### src/rtl/timekeeper_alarm.sv
// Binary HH:MM:SS timekeeper with ALARM_CH alarm channels and a registered sounder FSM.
// Define HOURLY_CHIME_EN to add a one-second chime on every tick-driven xx:00:00.
module timekeeper_alarm #(
   parameter int ALARM_CH  = 2,
   parameter int HOUR_MOD  = 24,
   parameter int BEEP_SECS = 10,
   localparam int CW = (ALARM_CH > 1) ? $clog2(ALARM_CH) : 1
) (
   input  logic                clk_sys,
   input  logic                clear,
   input  logic                tick_sec,
   input  logic                adjust_sec,
   input  logic                adjust_min,
   input  logic                adjust_hour,
   input  logic                keep,
   input  logic                alarm_wr,
   input  logic [CW-1:0]       alarm_sel,
   input  logic [5:0]          alarm_min,
   input  logic [4:0]          alarm_hour,
   input  logic                alarm_on,
   input  logic                alarm_ack,
   output logic [5:0]          sec,
   output logic [5:0]          min,
   output logic [4:0]          hour,
   output logic                clk_day,
   output logic [ALARM_CH-1:0] alarm_hit,
   output logic                beep,
   output logic [1:0]          sounder_state
);

   // sounder_state encoding: 0 IDLE, 1 RING, 2 MUTE, 3 CHIME
   localparam logic [1:0] ST_IDLE  = 2'd0;
   localparam logic [1:0] ST_RING  = 2'd1;
   localparam logic [1:0] ST_MUTE  = 2'd2;
`ifdef HOURLY_CHIME_EN
   localparam logic [1:0] ST_CHIME = 2'd3;
`endif
   localparam logic [5:0] SEC_MAX   = 6'd59;
   localparam logic [5:0] MIN_MAX   = 6'd59;
   localparam logic [4:0] HOUR_MAX  = 5'(HOUR_MOD - 1);
   localparam logic [5:0] RING_LAST = 6'(BEEP_SECS - 1);

   logic [5:0] sec_q, sec_d, min_q, min_d;
   logic [4:0] hour_q, hour_d;
   logic       day_q, day_d;
   logic       evt_q, evt_d;
   logic       adj_any;

   logic [ALARM_CH-1:0][5:0] al_min_q, al_min_d;
   logic [ALARM_CH-1:0][4:0] al_hour_q, al_hour_d;
   logic [ALARM_CH-1:0]      al_on_q, al_on_d;
   logic [ALARM_CH-1:0]      hit_q, hit_d;
   logic [ALARM_CH-1:0]      match;
   logic                     wr_ok;
   logic                     new_hit;

   logic [1:0] state_q, state_d;
   logic [5:0] ring_q, ring_d;
   logic       beep_q, beep_d;
`ifdef HOURLY_CHIME_EN
   logic [1:0] prior_q, prior_d;
   logic       chime_go;
`endif

   // Any adjust pulse swallows a coincident tick; adjusts never carry.
   always_comb begin
      sec_d   = sec_q;
      min_d   = min_q;
      hour_d  = hour_q;
      day_d   = 1'b0;
      evt_d   = 1'b0;
      adj_any = adjust_sec | adjust_min | adjust_hour;
      if (adj_any) begin
         if (adjust_sec)  sec_d  = '0;
         if (adjust_min)  min_d  = (min_q == MIN_MAX) ? '0 : min_q + 6'd1;
         if (adjust_hour) hour_d = (hour_q == HOUR_MAX) ? '0 : hour_q + 5'd1;
      end else if (tick_sec && !keep) begin
         if (sec_q == SEC_MAX) begin
            sec_d = '0;
            evt_d = 1'b1;
            if (min_q == MIN_MAX) begin
               min_d = '0;
               if (hour_q == HOUR_MAX) begin
                  hour_d = '0;
                  day_d  = 1'b1;
               end else begin
                  hour_d = hour_q + 5'd1;
               end
            end else begin
               min_d = min_q + 6'd1;
            end
         end else begin
            sec_d = sec_q + 6'd1;
         end
      end
   end

   // evt_q marks the cycle right after a tick-driven arrival at sec=0.
   always_comb begin
      wr_ok = alarm_wr && (int'(alarm_sel) < ALARM_CH) && (alarm_min <= 6'd59)
              && (int'(alarm_hour) < HOUR_MOD);
      for (int c = 0; c < ALARM_CH; c++) begin
         match[c] = evt_q && al_on_q[c] && (al_min_q[c] == min_q) && (al_hour_q[c] == hour_q);
      end
      new_hit = |match;
`ifdef HOURLY_CHIME_EN
      chime_go = evt_q && (min_q == '0);
`endif
   end

   always_comb begin
      al_min_d  = al_min_q;
      al_hour_d = al_hour_q;
      al_on_d   = al_on_q;
      hit_d     = alarm_ack ? '0 : hit_q;
      for (int c = 0; c < ALARM_CH; c++) begin
         if (wr_ok && (alarm_sel == CW'(c))) begin
            al_min_d[c]  = alarm_min;
            al_hour_d[c] = alarm_hour;
            al_on_d[c]   = alarm_on;
            hit_d[c]     = 1'b0;
         end
      end
      hit_d = hit_d | match;
   end

   always_comb begin
      state_d = state_q;
      ring_d  = ring_q;
`ifdef HOURLY_CHIME_EN
      prior_d = prior_q;
`endif
      if (new_hit) begin
         state_d = ST_RING;
         ring_d  = '0;
      end else begin
         case (state_q)
            ST_RING: begin
               if (alarm_ack) begin
                  state_d = ST_IDLE;
                  ring_d  = '0;
               end else if (tick_sec) begin
                  if (ring_q == RING_LAST) begin
                     state_d = ST_MUTE;
                     ring_d  = '0;
                  end else begin
                     ring_d = ring_q + 6'd1;
                  end
               end
            end
            ST_MUTE: begin
`ifdef HOURLY_CHIME_EN
               if (chime_go) begin
                  state_d = ST_CHIME;
                  prior_d = alarm_ack ? ST_IDLE : ST_MUTE;
               end else
`endif
               if (alarm_ack) state_d = ST_IDLE;
            end
`ifdef HOURLY_CHIME_EN
            ST_IDLE: begin
               if (chime_go) begin
                  state_d = ST_CHIME;
                  prior_d = ST_IDLE;
               end
            end
            // Chime lasts until the next tick, then resumes where it came from.
            ST_CHIME: begin
               if (alarm_ack) prior_d = ST_IDLE;
               if (tick_sec)  state_d = alarm_ack ? ST_IDLE : prior_q;
            end
`endif
            default: state_d = ST_IDLE;
         endcase
      end
`ifdef HOURLY_CHIME_EN
      beep_d = (state_d == ST_RING) || (state_d == ST_CHIME);
`else
      beep_d = (state_d == ST_RING);
`endif
   end

   always_ff @(posedge clk_sys or posedge clear) begin
      if (clear) begin
         sec_q     <= '0;
         min_q     <= '0;
         hour_q    <= '0;
         day_q     <= 1'b0;
         evt_q     <= 1'b0;
         al_min_q  <= '0;
         al_hour_q <= '0;
         al_on_q   <= '0;
         hit_q     <= '0;
         state_q   <= ST_IDLE;
         ring_q    <= '0;
         beep_q    <= 1'b0;
`ifdef HOURLY_CHIME_EN
         prior_q   <= ST_IDLE;
`endif
      end else begin
         sec_q     <= sec_d;
         min_q     <= min_d;
         hour_q    <= hour_d;
         day_q     <= day_d;
         evt_q     <= evt_d;
         al_min_q  <= al_min_d;
         al_hour_q <= al_hour_d;
         al_on_q   <= al_on_d;
         hit_q     <= hit_d;
         state_q   <= state_d;
         ring_q    <= ring_d;
         beep_q    <= beep_d;
`ifdef HOURLY_CHIME_EN
         prior_q   <= prior_d;
`endif
      end
   end

   assign sec           = sec_q;
   assign min           = min_q;
   assign hour          = hour_q;
   assign clk_day       = day_q;
   assign alarm_hit     = hit_q;
   assign beep          = beep_q;
   assign sounder_state = state_q;

endmodule

### config.mk
export PLATFORM = sky130hd
export DESIGN_NAME = timekeeper_alarm
export DESIGN_NICKNAME = d
export VERILOG_FILES = /design/src/rtl/timekeeper_alarm.sv
export SDC_FILE = /design/constraint.sdc
export NUM_CORES = 1
export LEC_CHECK = 0
export ABC_AREA = 1
export BUFFER_PORTS_ARGS = -buffer_cell sky130_fd_sc_hd__buf_2
export CAP_MARGIN = 10
export CELL_PAD_IN_SITES_DETAIL_PLACEMENT = 1
export CELL_PAD_IN_SITES_GLOBAL_PLACEMENT = 1
export CORE_ASPECT_RATIO = 0.6
export CORE_UTILIZATION = 45
export DETAILED_ROUTE_END_ITERATION = 8
export PLACE_DENSITY_LB_ADDON = 0.3
export SLEW_MARGIN = 25
export SYNTH_ARGS = -nofsm -noshare
export SYNTH_HDL_FRONTEND = slang
export SYNTH_SLANG_ARGS = --single-unit
### constraint.sdc
create_clock -name clk_sys -period 2.55 [get_ports clk_sys]
set_clock_uncertainty 0.05 [all_clocks]
set_input_delay 0 -clock clk_sys [delete_from_list [all_inputs] [get_ports clk_sys]]
set_output_delay 0 -clock clk_sys [all_outputs]
set_load 0.005 [all_outputs]
==> results of run 1 <==
[per-stage QoR]
step,util (%),hold WS (ns),total power (uW),std cells
2_1_floorplan,-,0.09449,1687,422
3_3_place_gp,51.34,0.02223,1924,546
3_5_place_dp,51.34,0.03684,1965,546
4_1_cts,56.34,0.01822,2763,571
5_1_grt,56.34,0.03922,2922,571
6_report,56.34,0.03103,2767,571
[per-layer routing]
| layer | wire (um) | global-route usage, % | vias to the layer above |
|---|---|---|---|
| li1 | - | - | 1477 |
| met1 | 5068 | 44.55 | 1514 |
| met2 | 4489 | 46.80 | 111 |
| met3 | 664 | 5.382 | 18 |
| met4 | 146 | 9.375 | 0 |
| met5 | 0 | 0 | - |
[kinds of logic after synthesis]
| group | share of synthesized area (%) |
|---|---|
| AOI/OAI and AO/OA | 7.766 |
| xor gates and xnor gates | 3.605 |
| adders and majority gates | 2.773 |
| buffers and inverters | 9.033 |
| DFF | 42.79 |
| muxes | 0.3566 |
| and+or+nand+nor | 33.68 |
[registers in the layout (all words and copies together) (netlist names)]
name and count:
ring_q 6, sec 6, al_on_q 2, sounder_state 2
alarm_hit 2, beep 1, al_hour_q 10, clk_day 1
min 6, evt_q 1, hour 5, al_min_q 12
[placed cells by master, fill, tap and decap left out]
cell type / synthesis / final
nor2_1: 54 / 54
nor3_4: 1 / 1
o21bai_4: 1 / 1
nand4_1: 24 / 24
clkbuf_8: 0 / 3
inv_1: 61 / 60
nor2_2: 1 / 1
nand3b_1: 4 / 4
inv_2: 1 / 2
nand3_2: 1 / 1
nand4_4: 1 / 1
buf_2: 8 / 44
buf_4: 1 / 3
or2_2: 3 / 3
o21ai_0: 14 / 14
o22ai_1: 1 / 1
o21ai_1: 1 / 1
nor3b_1: 1 / 1
and2_1: 1 / 1
xor2_1: 9 / 9
a41oi_4: 1 / 1
o211ai_1: 1 / 1
a21oi_1: 22 / 22
clkbuf_16: 0 / 5
nand2_1: 101 / 101
dlygate4sd3_1: 0 / 17
mux2_2: 1 / 1
dfrtp_1: 54 / 54
nor4_1: 1 / 1
nand3_1: 37 / 37
ha_1: 7 / 7
xnor2_1: 4 / 4
nor3_1: 1 / 1
nand2_2: 3 / 3
[critical path: stages]
cell and delay [ns]:
dlygate4sd3_1 0.54, buf_2 0.15, nand2_1 0.08, nand2_1 0.09, a41oi_4 0.29, nand2_1 0.59
nor2_1 0.29, a21oi_1 0.06
[worst paths after layout]
check / start / to / slack, ns / cells past startpoint
worst min register to register: al_on_q[0] / al_on_q[0] / 0.45 / 2
min in group asynchronous: clear / al_hour_q[4] / 0.26 / 4
max in group asynchronous: clear / min[4] / 1.87 / 4
worst max register to register: sec[0] / min[4] / 0.63 / 8
worst min-delay path: alarm_ack / alarm_hit[1] / 0.03 / 3
worst max-delay path: alarm_hour[3] / al_min_q[8] / 0.55 / 8
[timing repair]
item | in CTS | in global routing
endpoints found under the hold margin | 76 | 0
hold buffers | 17 | 0
resized for setup | 0 | 0
[layout make-up]
| class | instances | share of cell area (%) |
|---|---|---|
| Clock buffer | 8 | 4.387 |
| Tap cell | 87 | 2.869 |
| Inverter | 62 | 6.135 |
| Timing Repair Buffer | 64 | 10.88 |
| Multi-Input combinational cell | 296 | 40.11 |
| Sequential cell | 54 | 35.62 |
[report_power, final]
group          total (uW)  leakage [uW]  switching [uW]  internal [uW]
Combinational         800       0.00127             490            309
Clock                 766     0.0000832             321            446
Sequential           1200      0.000666             215            986
==> run_results.csv, run 1 <==
group,metric,value,unit
run_status,outcome,"finished, final reports clean",
cts,cts_setup_buffers,0,
synthesis,ys_types,32,
cts,cts.sinks,54,
routing,routedWlPerCell,18.16,um
cts,clkTransAtPathRegs,0.07,ns
cts,tritoncts,"done",
synthesis,avgSynthCellArea,7.483,um^2
power,p_leak,0.002017,uW
sta,fin_setup_tns,0,ns
cts,clk_path_buf_depth,2,
layout,multiInputGateArea,1521,um^2
sta,fin_crit,2.000,ns
placement,place.gp.congestion,0.9244,
critical_path,end_kind,"flop",
layout,area_delta_synth_final,20.13,%
layout,fill_cells,875,
cts,h-tree-depth,2,
grt,grt_pass1_wl,16440,um
routing,avgViaCountPerCell,5.464,
synthesis,yosysMostFrequentCell,"nand2_1",
critical_path,required,2.65,ns
placement,post-dp-hpwl,7922,um
sta,timing.fmax,0.4999,GHz
synthesis,yosys_register_bits,54,
sta,setup_viol,0,
grt,grt_start_max_net_pins,30,
layout,regArea,1351,um^2
layout,drive_above_1_share,14.46,%
power,vdd_drop_max,0.0003903,V
layout,layout.nets,512,
routing,ant_nets,0,
flow_run,maxCapViolations,0,
synthesis,netlist_top_cells_count,"nand2_1, inv_1, dfrtp_1, nor2_1, nand3_1",
sta,tightest_slew,0.8744,ns
die,core,6734,um^2
routing,drt-total-wl,10370,um
placement,port_buffers,44,
synthesis,synth.net_count,451,
routing,dr_total_vias,3120,
power,power_density,729.3,nW/um^2
grt,gr-total-overflow,0,
critical_path,worstPathMaxFanout,22,
synthesis,synth_top_area_share,42.79,%
die,io_pins,45,
placement,place_area,3457,um^2
sta,setup_slack,0.5495,ns
layout,diodes,0,
sta,hold_viol,0,
die,fp.dieW,110.2,um
synthesis,seq_area_frac_synth,42.79,%
synthesis,synth_area_leader_cell,"dfrtp_1",
grt,grt_usage,30.86,%
critical_path,start_kind,"input pin",
placement,dpl_worst_slack,0.7361,ns
die,start_util,46.90,%
synthesis,synth_edf_count,0,
routing,drc,0,
die,die_h,66.89,um
synthesis,yosys-top-cells-area,"dfrtp_1, nand2_1, inv_1",
die,row_count,23,
critical_path,arrival,2.10,ns
critical_path,crit_type,"in -> reg",
cts,clockRootBuffer,"clkbuf_16",
worst_hold_path,worstHoldPathType,"in -> reg",
sta,max-slew-margin-rel,41.56,%
die,dieArea,7368,um^2
routing,drt-initial-drc-count,270,
sta,timing.final.crit_share,78.45,%
cts,numCtsBuffers,5,
sta,rsz0062_at_grt,"false",
synthesis,synth-warning-count,0,
routing,drt_first_pass_iters,5,
synthesis,synthArstFlopShare,100.0,%
synthesis,syn_area,3158,um^2
sta,drv_slew,0,
grt,grt_pass1_vias,3170,
layout,finalInstanceArea,3794,um^2
grt,grt_antenna_before_repair,0,
synthesis,synth_ff_type,"dfrtp_1",
synthesis,synthCells,422,
cts,worst_skew_pair.late_latency,0.30,ns
Note: power is estimated with default switching activity, not from simulation.
==> run 2: changes to the inputs <==
--- a/config.mk
+++ b/config.mk
@@ -5,13 +5,13 @@
 export SDC_FILE = /design/constraint.sdc
 export NUM_CORES = 1
 export LEC_CHECK = 0
-export ABC_AREA = 1
+export ABC_AREA = 0
 export BUFFER_PORTS_ARGS = -buffer_cell sky130_fd_sc_hd__buf_2
 export CAP_MARGIN = 10
 export CELL_PAD_IN_SITES_DETAIL_PLACEMENT = 1
 export CELL_PAD_IN_SITES_GLOBAL_PLACEMENT = 1
 export CORE_ASPECT_RATIO = 0.6
-export CORE_UTILIZATION = 45
+export CORE_UTILIZATION = 44
 export DETAILED_ROUTE_END_ITERATION = 8
 export PLACE_DENSITY_LB_ADDON = 0.3
 export SLEW_MARGIN = 25
==> constraint.sdc (replaced) <==
create_clock -name clk_sys -period 2.03 [get_ports clk_sys]
set_clock_uncertainty 0.05 [all_clocks]
set_input_delay 0 -clock clk_sys [delete_from_list [all_inputs] [get_ports clk_sys]]
set_output_delay 0 -clock clk_sys [all_outputs]
set_load 0.005 [all_outputs]
==> run 2 against run 1 <==
Net effect:
- hold slack gained 0.0071 ns
- final cell count is 29% lower
- synthesized area shrank 12%
- sequential share of layout area is 3.6 points higher
- register-to-register slack worse by 0.60 ns
- global-route usage fell by 6.7 points
- total power is 12% higher
- core utilization grew 3.0 points
- critical endpoint is now hour[3]
- highest routed layer unchanged
==> run_results.csv, run 2 <==
group,metric,value,unit
run_status,outcome,"finished, final reports clean",
cts,h-tree-depth,2,
layout,layout.nets,356,
cts,clkTransAtPathRegs,0.10,ns
critical_path,required,2.18,ns
routing,drt_first_pass_iters,4,
power,p_total,3090,uW
grt,gr-usage-met2,37.67,%
placement,post-place-cells,381,
grt,gr-usage-met1,34.33,%
layout,layout.cells.non_filler,407,
routing,routedWlPerCell,18.37,um
routing,avgViaCountPerCell,5.447,
placement,place.gp.congestion,0.7912,
routing,drt-initial-drc-count,112,
layout,mostFrequentLayoutCell,"dfrtp_1",
sta,timing.fmax,0.5001,GHz
synthesis,yosys-top-cells-area,"dfrtp_1, mux2_2, xor2_1",
critical_path,worstPathMaxFanout,5,
sta,fin_setup_tns,0,ns
critical_path,arrival,2.15,ns
synthesis,synth_ff_type,"dfrtp_1",
layout,fill_cells,645,
routing,dr_total_vias,2217,
synthesis,ys_types,42,
die,die_h,63.46,um
sta,setup_viol,0,
critical_path,crit_type,"reg -> reg",
layout,fin_util,59.38,%
routing,drt-total-wl,7476,um
sta,max-slew-margin-rel,53.89,%
synthesis,yosysMostFrequentCell,"dfrtp_1",
die,start_util,47.71,%
power,vdd_drop_max,0.0005085,V
placement,port_buffers,44,
cts,cts.sinks,54,
synthesis,synthArstFlopShare,100.0,%
critical_path,start_kind,"flop",
layout,reg.largest.list,"al_min_q (12), al_hour_q (10)",
grt,grt_usage,24.15,%
routing,drc,0,
synthesis,synth_edf_count,0,
synthesis,synth_area_leader_cell,"dfrtp_1",
synthesis,yosys_register_bits,54,
synthesis,synth_top_area_share,48.78,%
grt,gr-total-overflow,0,
die,fp.dieW,104.4,um
critical_path,end_kind,"flop",
synthesis,netlist_top_cells_count,"dfrtp_1, mux2_2, xor2_1, nand2_1, o21ai_0",
cts,clk_path_buf_depth,2,
placement,post-dp-hpwl,5279,um
synthesis,seq_area_frac_synth,48.78,%
grt,grt_pass1_vias,2320,
layout,multiInputGateArea,1365,um^2
critical_path,reg2reg_depth,6,
synthesis,syn_area,2770,um^2
layout,regMostFlops,"al_min_q",
cts,numCtsBuffers,5,
sta,rsz0062_at_grt,"true",
critical_path,setup.worst_path.end,"hour[3]",
sta,fin_crit,2.000,ns
power,p_leak,0.001576,uW
layout,final_cell_mix,"dfrtp_1, buf_2, mux2_2, xor2_1, nand2_1",
critical_path,rrSetupSlack,0.03,ns
die,io_pins,45,
layout,diodes,0,
synthesis,synth-warning-count,0,
critical_path,timing.rr.end,"hour[3]",
worst_hold_path,worstHoldPathType,"in -> reg",
layout,regArea,1351,um^2
grt,grt_pass1_wl,12150,um
routing,ant_nets,0,
layout,largest_register_ffs,12,
flow_run,maxCapViolations,0,
synthesis,synthCells,250,
cts,worst_skew_pair.late_latency,0.31,ns
critical_path,rr_startpoint,"sec[0]",
grt,grt_antenna_before_repair,0,
synthesis,synth.net_count,279,
critical_path,crit_start,"sec[0]",
grt,grt_start_max_net_pins,55,
die,dieArea,6627,um^2
synthesis,avgSynthCellArea,11.08,um^2
grt,met3_usage,4.141,%
sta,tightest_slew,0.6917,ns
sta,timing.final.crit_share,98.50,%
sta,drv_slew,0,
cts,tritoncts,"done",
grt,busiest_layer,"met2",
sta,hold_viol,0,
cts,clockRootBuffer,"clkbuf_8",
layout,drive_above_1_share,33.03,%
layout,area_delta_synth_final,24.48,%
die,core,5807,um^2
die,row_count,21,
power,power_density,896.1,nW/um^2
## run 2: timing repair
action	CTS	global route
pin swaps	1	2
gates cloned	0	0
hold buffers	16	0
hold endpoints to repair	81	0
setup endpoints to repair	1	3
resized for setup	0	3
setup buffers	0	3
## run 2: cell families after synthesis
| group | synth area share (%) |
|---|---|
| and+or+nand+nor | 16.31 |
| DFF | 48.78 |
| AOI/OAI and AO/OA | 9.350 |
| muxes | 11.34 |
| xor gates and xnor gates | 8.537 |
| buffers and inverters | 2.529 |
| adders and majority gates | 3.162 |
## run 2: layer usage
metal	vias up	part of all wire (%)
met5	-	0
met3	6	4.0
met4	0	1.1
met2	53	45
li1	1040	-
met1	1118	50
## run 2: layout make-up
cell class                      instances  share of cell area (%)
Timing Repair Buffer                   79                   15.17
Sequential cell                        54                   39.19
Tap cell                               80                   2.903
Inverter                                8                  0.8708
Multi-Input combinational cell        179                   39.59
Clock buffer                            5                   1.996
Clock inverter                          2                  0.2903
## run 2: worst min-delay path by stage
stage	from	end	slack, ns	cells past startpoint
floorplan	alarm_min[4]	al_min_q[10]	0.10	1
global placement	clear	beep	0.19	3
detailed placement	clear	beep	0.20	3
CTS	adjust_hour	hour[0]	0.05	4
global route	adjust_hour	hour[0]	0.04	4
finish	adjust_hour	hour[0]	0.04	4
## run 2: worst max-delay path, cell delays in order (launching register included)
cell,delay (ns)
dfrtp_1,0.41
ha_4,0.17
nand2b_4,0.06
or3_4,0.40
o31ai_4,0.31
nand4_1,0.18
mux2_4,0.33
## run 2: metrics by stage
| step | area, um^2 | worst slack (ns) | hold slack, ns |
|---|---|---|---|
| global route | 3448 | -0.02679 | 0.03540 |
| floorplan | 2770 | 0.001881 | 0.1005 |
| global placement | 3171 | 0.03582 | 0.1874 |
| CTS | 3410 | 0.01560 | 0.04892 |
| detailed placement | 3171 | -0.04135 | 0.2041 |
| finish | 3448 | 0.03050 | 0.03813 |
## run 2: where the power goes
part           internal (uW)  leakage, uW  switching [uW]  total, uW
registers               1260     0.000681             257       1520
clock network            233    0.0000438             362        596
logic                    475     0.000851             498        973
==> run 3: changes to the inputs <==
--- a/config.mk
+++ b/config.mk
@@ -14,6 +14,7 @@
 export CORE_UTILIZATION = 44
 export DETAILED_ROUTE_END_ITERATION = 8
 export PLACE_DENSITY_LB_ADDON = 0.3
+export SETUP_SLACK_MARGIN = 0.4
 export SLEW_MARGIN = 25
 export SYNTH_ARGS = -nofsm -noshare
 export SYNTH_HDL_FRONTEND = slang
==> run 3 against run 2 <==
Net effect:
- non-clock buffer count increased by 10
- via count increased by 6.4%
- maximum frequency decreased by 0.43%
- sequential power increased by 7%
- final cell count increased by 2.9%
- clock power increased by 25%
- critical path depth unchanged
- first-iteration DRC count decreased by 5.4%
- global-route usage increased by 3.4 points
- flip-flop and latch count unchanged
- sequential share of layout area decreased by 3.3 points
- critical path type unchanged
- largest cell class unchanged
==> run_results.csv, run 3 (synthesis results as in run 2) <==
group,metric,value,unit
critical_path,arrival,2.17,ns
routing,drt-initial-drc-count,106,
critical_path,cp_cell_sequence,"ha_4 -> nand2b_4 -> or3_4 -> o31ai_4 -> nand4_1 -> mux2_4",
critical_path,rrSetupSlack,0.02,ns
power,power_frac_comb,32.2,%
layout,regMostFlops,"al_min_q",
critical_path,worstPathMaxFanout,3,
placement,post-dp-hpwl,5322,um
die,io_pins,45,
grt,grt_pass1_vias,2451,
routing,dr_total_vias,2359,
power,p_sw_share,37.04,%
power,power_density,925.5,nW/um^2
grt,grt_usage,27.60,%
cts,tritoncts,"done",
routing,drt_first_pass_iters,4,
power,vdd_drop_max,0.0005546,V
sta,rsz0062_at_grt,"true",
worst_hold_path,hold_path_end,"min[0]",
routing,routedWlPerCell,22.43,um
grt,grt_pass1_wl,13780,um
die,start_util,47.71,%
run_status,outcome,"finished, final reports clean",
grt,grt_start_max_net_pins,27,
critical_path,crit_start,"sec[0]",
layout,drive_above_1_share,44.84,%
layout,layout.nets,367,
layout,fin_util,65.27,%
routing,avgViaCountPerCell,5.630,
power,switching_power,1299,uW
sta,hold_viol,0,
die,fp.dieW,104.4,um
sta,fin_crit,2.008,ns
critical_path,slowest_stage,"dfrtp_1",
worst_hold_path,worstHoldPathType,"in -> reg",
critical_path,start_kind,"flop",
placement,port_buffers,44,
die,die_h,63.46,um
grt,gr-total-overflow,0,
critical_path,crit_type,"reg -> reg",
routing,ant_nets,0,
die,dieArea,6627,um^2
power,pwr-share-seq,46.5,%
critical_path,end_kind,"flop",
flow_run,maxCapViolations,0,
critical_path,critPathMaxStageDelay,0.41,ns
critical_path,required,2.19,ns
power,p_clk_share,21.3,%
placement,place.gp.congestion,0.7876,
die,core,5807,um^2
critical_path,timing.rr.end,"hour[3]",
layout,area_delta_synth_final,36.81,%
critical_path,reg2reg_depth,6,
critical_path,rr_startpoint,"sec[0]",
cts,cts.sinks,54,
power,power.internal,2208,uW
layout,final_cell_mix,"dfrtp_1, buf_2, buf_4, mux2_2, xor2_1",
sta,drv_slew,0,
sta,max-slew-margin-rel,55.72,%
sta,fin_setup_tns,0,ns
layout,mostFrequentLayoutCell,"dfrtp_1",
sta,timing.fmax,0.4980,GHz
sta,setup_viol,0,
power,p_leak,0.001681,uW
cts,h-tree-depth,2,
grt,grt_antenna_before_repair,0,
cts,clkTransAtPathRegs,0.10,ns
routing,drt-total-wl,9399,um
cts,worst_skew_pair.late_latency,0.31,ns
layout,diodes,0,
routing,drc,0,
worst_hold_path,min_path_cells,3,
sta,timing.final.crit_share,98.93,%
layout,largest_register_ffs,12,
cts,clk_path_buf_depth,2,
worst_hold_path,min_from,"adjust_min",
layout,reg.largest.list,"al_min_q (12), al_hour_q (10)",
die,row_count,21,
sta,tightest_slew,0.6591,ns
cts,clockRootBuffer,"clkbuf_8",
cts,numCtsBuffers,5,
==> run 3: cell count changes in the layout (fill, tap and decap cells not counted), moves of 3 or more <==
cell,previous run,this run
nor4_1,10,4
buf_4,19,26
o21ai_1,0,4
dfrtp_1,54,46
buf_6,0,3
nor4_2,0,4
dfrtp_2,0,8
o21ai_0,15,9
o31ai_1,5,2
==> run 3: stage by stage <==
step / worst slack, ns / cells / instance area, um^2 / power, uW / hold slack, ns
after detailed placement: 0.02047 / 377 / 3174 / 2445 / 0.03521
final: 0.02180 / 419 / 3790 / 3508 / 0.02498
after CTS: 0.07489 / 411 / 3600 / 3299 / 0.04360
after global routing: -0.08841 / 419 / 3790 / 3667 / 0.05277
after global placement: 0.1120 / 377 / 3174 / 2399 / 0.01833
after floorplan: 0.1321 / 250 / 2811 / 2090 / 0.1005
==> run 3: timing repair <==
action                                  in CTS  in global routing
hold buffers                                16                  0
pin swaps                                    9                 13
hold endpoints to repair                    50                  0
buffers inserted                            10                  7
gates cloned                                 0                  1
endpoints found under the setup margin      23                 28
resized for setup                           20                 30
==> run 3: per-layer routing <==
layer  global-route usage [%]  vias up  share of wire, %
li1                         -     1064                 -
met4                    5.536        0              0.60
met5                        0        -                 0
met1                    39.59     1226                47
met3                    3.934        7               4.3
met2                    44.70       62                48
==> run 3: worst max-delay path, delay by kind of cell (launching register included) <==
kind	cells	cell delay [ns]
and+or+nand+nor	3	0.64
DFF	1	0.41
adders and majority gates	1	0.17
muxes	1	0.33
AOI/OAI and AO/OA	1	0.31
==> run 3: layout make-up <==
class / instances / area [um^2]
clock buffers: 6 / 72.57
clock inverters: 2 / 37.54
fillers: 621 / 2017
inverters: 8 / 30.03
multi-input cells: 180 / 1579
flip-flops and latches: 54 / 1361
well taps: 80 / 100.1
repair buffers: 89 / 609.3
==> run 3: worst max path at each step <==
stage,slack (ns),endpoint
after floorplan,0.13,hour[3]
after global placement,0.11,hour[3]
after detailed placement,0.02,hour[3]
after CTS,0.07,hour[3]
after global routing,-0.09,hour[3]
final,0.02,hour[3]
==> run 3: power by group through the flow <==
stage	sequential, uW	combinational (uW)	clock [uW]
floorplan	1460	627	0
finish	1630	1130	747
global placement	1590	811	0
CTS	1580	963	754
detailed placement	1600	848	0
global route	1660	1220	794
